===== src/rtl/display_scan_sched.sv =====
`default_nettype none
// display_scan_sched: digit-scan prescaler, alarm blink and live/diagnostic
// display source arbiter; source switches happen only on frame boundaries.
module display_scan_sched #(
  parameter int PRESC_DIV   = 100000,
  parameter int BLINK_DIV   = 125,
  parameter int DIAG_FRAMES = 500
) (
  input  logic       CLK,
  input  logic       Reset,
  input  logic [1:0] EstadoSys,
  input  logic       VentSys,
  input  logic       AlarmSys,
  input  logic       BlinkEn,
  input  logic       DiagReq,
  input  logic [1:0] DiagEstado,
  input  logic       DiagVent,
  input  logic       DiagAlarm,
  output logic       ContEnable,
  output logic [1:0] Estado,
  output logic       In0,
  output logic       In1,
  output logic       DiagGnt,
  output logic       DiagDone
);

  localparam int PW = $clog2(PRESC_DIV);
  localparam int BW = (BLINK_DIV > 1) ? $clog2(BLINK_DIV) : 1;
  localparam int CW = (DIAG_FRAMES > 1) ? $clog2(DIAG_FRAMES) : 1;

  typedef enum logic [1:0] {
    LIVE = 2'd0,
    WAIT = 2'd1,
    SHOW = 2'd2,
    HOLD = 2'd3
  } state_t;

  state_t        state, state_next;
  logic [PW-1:0] pres;
  logic [1:0]    digit_pos;
  logic [BW-1:0] blink_cnt;
  logic          blink_ph, blink_ph_next;
  logic [CW-1:0] diag_cnt, diag_cnt_next;
  logic          rearm, abort_pend, abort_next, done_next, frame_end;

  assign frame_end = ContEnable && (digit_pos == 2'd3);
  // Blink phase is applied on the boundary edge itself so a frame never mixes phases.
  assign blink_ph_next = (frame_end && (blink_cnt == BW'(BLINK_DIV - 1))) ? ~blink_ph : blink_ph;
  assign DiagGnt = (state == SHOW);

  always_ff @(posedge CLK) begin
    if (Reset) begin
      pres       <= '0;
      ContEnable <= 1'b0;
      digit_pos  <= 2'd0;
      blink_cnt  <= '0;
      blink_ph   <= 1'b1;
    end else begin
      ContEnable <= (pres == PW'(PRESC_DIV - 1));
      pres       <= (pres == PW'(PRESC_DIV - 1)) ? '0 : pres + 1'b1;
      if (ContEnable) digit_pos <= digit_pos + 2'd1;
      if (frame_end) blink_cnt <= (blink_cnt == BW'(BLINK_DIV - 1)) ? '0 : blink_cnt + 1'b1;
      blink_ph <= blink_ph_next;
    end
  end

  always_comb begin
    state_next    = state;
    diag_cnt_next = diag_cnt;
    abort_next    = abort_pend;
    done_next     = 1'b0;
    case (state)
      LIVE: if (DiagReq && rearm) state_next = WAIT;
      WAIT: begin
        if (!DiagReq) begin
          state_next = LIVE;
        end else if (frame_end) begin
          state_next    = SHOW;
          diag_cnt_next = '0;
          abort_next    = 1'b0;
        end
      end
      SHOW: begin
        if (!DiagReq) abort_next = 1'b1;
        if (frame_end) begin
          // Completion takes priority over a request dropped on the same boundary.
          if (diag_cnt == CW'(DIAG_FRAMES - 1)) begin
            state_next    = HOLD;
            done_next     = 1'b1;
            diag_cnt_next = '0;
            abort_next    = 1'b0;
          end else if (abort_pend || !DiagReq) begin
            state_next    = LIVE;
            diag_cnt_next = '0;
            abort_next    = 1'b0;
          end else begin
            diag_cnt_next = diag_cnt + 1'b1;
          end
        end
      end
      HOLD: if (!DiagReq) state_next = LIVE;
      default: state_next = LIVE;
    endcase
  end

  always_ff @(posedge CLK) begin
    if (Reset) begin
      state      <= LIVE;
      diag_cnt   <= '0;
      abort_pend <= 1'b0;
      rearm      <= 1'b1;
      DiagDone   <= 1'b0;
      Estado     <= 2'b00;
      In0        <= 1'b0;
      In1        <= 1'b0;
    end else begin
      state      <= state_next;
      diag_cnt   <= diag_cnt_next;
      abort_pend <= abort_next;
      DiagDone   <= done_next;
      if (!DiagReq) rearm <= 1'b1;
      else if (done_next) rearm <= 1'b0;
      if (state_next == SHOW) begin
        Estado <= DiagEstado;
        In0    <= DiagVent;
        In1    <= DiagAlarm;
      end else begin
        Estado <= EstadoSys;
        In0    <= VentSys;
        In1    <= AlarmSys & (blink_ph_next | ~BlinkEn);
      end
    end
  end

endmodule
`default_nettype wire


===== config.mk =====
export PLATFORM = sky130hd
export DESIGN_NAME = display_scan_sched
export DESIGN_NICKNAME = d
export VERILOG_FILES = /design/src/rtl/display_scan_sched.sv
export SDC_FILE = /design/constraint.sdc
export NUM_CORES = 1
export LEC_CHECK = 0
export ABC_AREA = 1
export CAP_MARGIN = 20
export CORE_MARGIN = 5
export CORE_UTILIZATION = 25
export CTS_CLUSTER_SIZE = 25
export DETAILED_ROUTE_END_ITERATION = 8
export GPL_ROUTABILITY_DRIVEN = 0
export PLACE_DENSITY = 0.43
export SLEW_MARGIN = 40
export SYNTH_ARGS = -nofsm -noshare
export SYNTH_HDL_FRONTEND = slang
export SYNTH_SLANG_ARGS = --single-unit

===== constraint.sdc =====
create_clock -name CLK -period 4.15 [get_ports CLK]
set_clock_uncertainty 0.15 [all_clocks]
set_input_delay 0.83 -clock CLK [delete_from_list [all_inputs] [get_ports CLK]]
set_output_delay 0.83 -clock CLK [all_outputs]
set_load 0.03 [all_outputs]

==> impl_metrics.py <==
metrics = {
    "status": {
        "outcome": "complete, no violations",
    },
    "logic_synthesis": {
        "synth_area_um2": 2220,
        "synthTopCellsByArea": "dfxtp_1 (41%), nand2_1 (11%), nor2_1 (8.6%)",
        "syn_inst": 312,
        "synth_flop_cell": "dfxtp_1",
        "yosysTopAreaCell": "dfxtp_1",
        "synth_cell_type_count": 31,
        "yosysSeqAreaShare": 0.414,
        "ys_ff_latch": 46,
        "syn_nets": 329,
        "syn_area_per_cell_um2": 7.13,
        "synth_top_area_share": 0.414,
        "synth_edf_count": 0,
        "synthArstFlopShare": 0,
        "yosysWarnings": 0,
    },
    "sta": {
        "min_period_over_period": 0.652,
        "fmax_mhz": 370,
        "finalSetupTns_ns": 0,
        "worst_pin_slew_ns": 0.571,
        "hold_viol_final": 0,
        "rsz0062_at_grt": "no",
        "finalCriticalPeriod_ns": 2.71,
        "slew_viol_final": 0,
        "setup_violations": 0,
        "slew-limit-headroom": 0.618,
    },
    "final_layout": {
        "stdcell_count": 443,
        "ff_latch_area_um2": 921,
        "multi_input_area_um2": 1130,
        "drive_gt1_frac": 0.0657,
        "fillerInstances": 985,
        "mostFrequentLayoutCell": "nand2_1",
        "n_antenna_cell": 0,
        "area_growth_pct": 17.2,
        "final_cell_mix": "nand2_1 (64), nor2_1 (51), dfxtp_1 (46)",
        "num-nets-final": 352,
    },
    "power": {
        "finalPower_w": 0.000761,
        "power_density_nw_per_um2": 292,
        "ir_drop_v": 0.000121,
        "power_leakage_nw": 1.02,
    },
    "die": {
        "die_h_um": 104,
        "core-area_um2": 8680,
        "rows": 34,
        "fp.dieW_um": 104,
        "io_pins": 19,
        "initial_utilization": 0.256,
        "die_area_um2": 10900,
    },
    "worst_setup_path": {
        "slowest_stage": "clkdlybuf4s50_1",
        "max_stage_delay_ns": 0.68,
        "critPathArrivalTime_ns": 1.73,
        "crit_path_end_kind": "output pin",
        "cp_max_fo": 5,
        "rrSetupSlack_ns": 2.09,
        "path_cells": "nand2_1, inv_1, clkdlybuf4s50_1",
        "critPathLaunchType": "flop",
        "critical_path_required_ns": 3.17,
        "worstSetupPathType": "reg2out",
    },
    "drt": {
        "drt_wl_total_um": 4570,
        "remaining_drc_errors": 0,
        "drt-initial-drc-count": 57,
        "routedWlPerCell_um": 10.3,
        "dr.pass1.iters": 4,
        "via_count": 1896,
        "via_per_inst": 4.28,
        "final_antenna_net_count": 0,
    },
    "cts": {
        "cts_tree": "yes",
        "clock-root-buffer": "clkbuf_8",
        "cts_inserted_buffers": 5,
        "clockBufferDepth": 2,
        "post_cts_buffers": 0,
        "cts_resized": 0,
        "cts.hold.buffers_added": 0,
        "cts-htree-levels": 2,
        "clk_pin_slew_ns": 0.08,
        "cts.sinks": 46,
        "insertion_delay_ns": 0.30,
    },
    "placed_design": {
        "dp.cells": 436,
        "dp_hpwl_um": 3400,
        "io_buffers": 18,
    },
    "global_routing": {
        "grt_antenna_before_repair": 0,
        "grt_pass1_wl_um": 8390,
        "grt_pass1_vias": 1910,
        "gr-total-overflow": 0,
        "grt.total_usage": 0.0916,
        "grt_max_degree": 17,
    },
    "min_path": {
        "worstHoldPathType": "reg2reg",
    },
    "run": {
        "max_cap_violations": 0,
    },
}
sequential cells by signal, summed over array words and instances (netlist names):
register / flops
ContEnable: 1
DiagDone: 1
Estado: 2
In0: 1
In1: 1
abort_pend: 1
blink_cnt: 7
blink_ph: 1
diag_cnt: 9
digit_pos: 2
pres: 17
rearm: 1
state: 2
where the power goes:
part	internal [W]	total, W	switching [W]
Combinational	0.0000198	0.0000455	0.0000257
Clock	0.000113	0.000266	0.000153
Sequential	0.000446	0.000449	0.00000282
Total	0.000579	0.000761	0.000182
final cells by class:
type	count	share of cell area
multi-input cells	222	0.434
clock buffers	5	0.0264
clock inverters	2	0.00384
repair buffers	18	0.0691
flip-flops and latches	46	0.353
well taps	108	0.0518
inverters	42	0.0614
critical path, delay by kind of cell, from the launching register on:
kind          cells  cell delay [ns]
buf+inv           2             0.84
flops             1             0.39
simple gates      1             0.18
per-stage QoR:
step           hold slack [ns]  cell area (um^2)  utilization  setup slack [ns]
3_3_place_gp             0.283              2530        0.291              1.44
3_5_place_dp             0.294              2530        0.291              1.41
6_report                 0.310              2610        0.300              1.44
5_1_grt                  0.343              2610        0.300              1.35
4_1_cts                  0.313              2610        0.300              1.43
2_1_floorplan            0.267              2220            -              2.39
layer usage:
| metal | up-vias | wire [um] | global-route usage |
|---|---|---|---|
| met5 | - | 0 | 0 |
| met4 | 0 | 80 | 0.0389 |
| met3 | 9 | 152 | 0.0242 |
| met2 | 18 | 2080 | 0.148 |
| met1 | 830 | 2260 | 0.114 |
| li1 | 1039 | - | - |
cells by family after synthesis:
group,share of synthesized area
AND/OR/NAND/NOR,0.355
flip-flops,0.414
buffers and inverters,0.0771
AO/OA/AOI/OAI,0.0788
XOR/XNOR,0.0473
adder cells (fa/ha/maj),0.0281
Yosys cell counts (2+ instances only):
library cell	count
o21ai_0	11
nand3_1	24
ha_1	5
or2_0	2
xor2_1	10
or2_2	2
nand2_1	64
nor2_1	51
nand4_1	7
xnor2_1	2
inv_1	40
nand2_4	2
nor3_1	10
nand2_2	2
dfxtp_1	46
nand3_2	2
a21oi_1	18
path summary, 6_finish.rpt:
kind | from | to | cells past startpoint
max | state[1]$_SDFF_PP0_ | DiagGnt | 3
min | pres[0]$_SDFF_PP0_ | pres[0]$_SDFF_PP0_ | 1
max reg2reg | pres[0]$_SDFF_PP0_ | pres[15]$_SDFF_PP0_ | 8
min reg2reg | pres[0]$_SDFF_PP0_ | pres[0]$_SDFF_PP0_ | 1
Power figures use the tool's default switching activity.
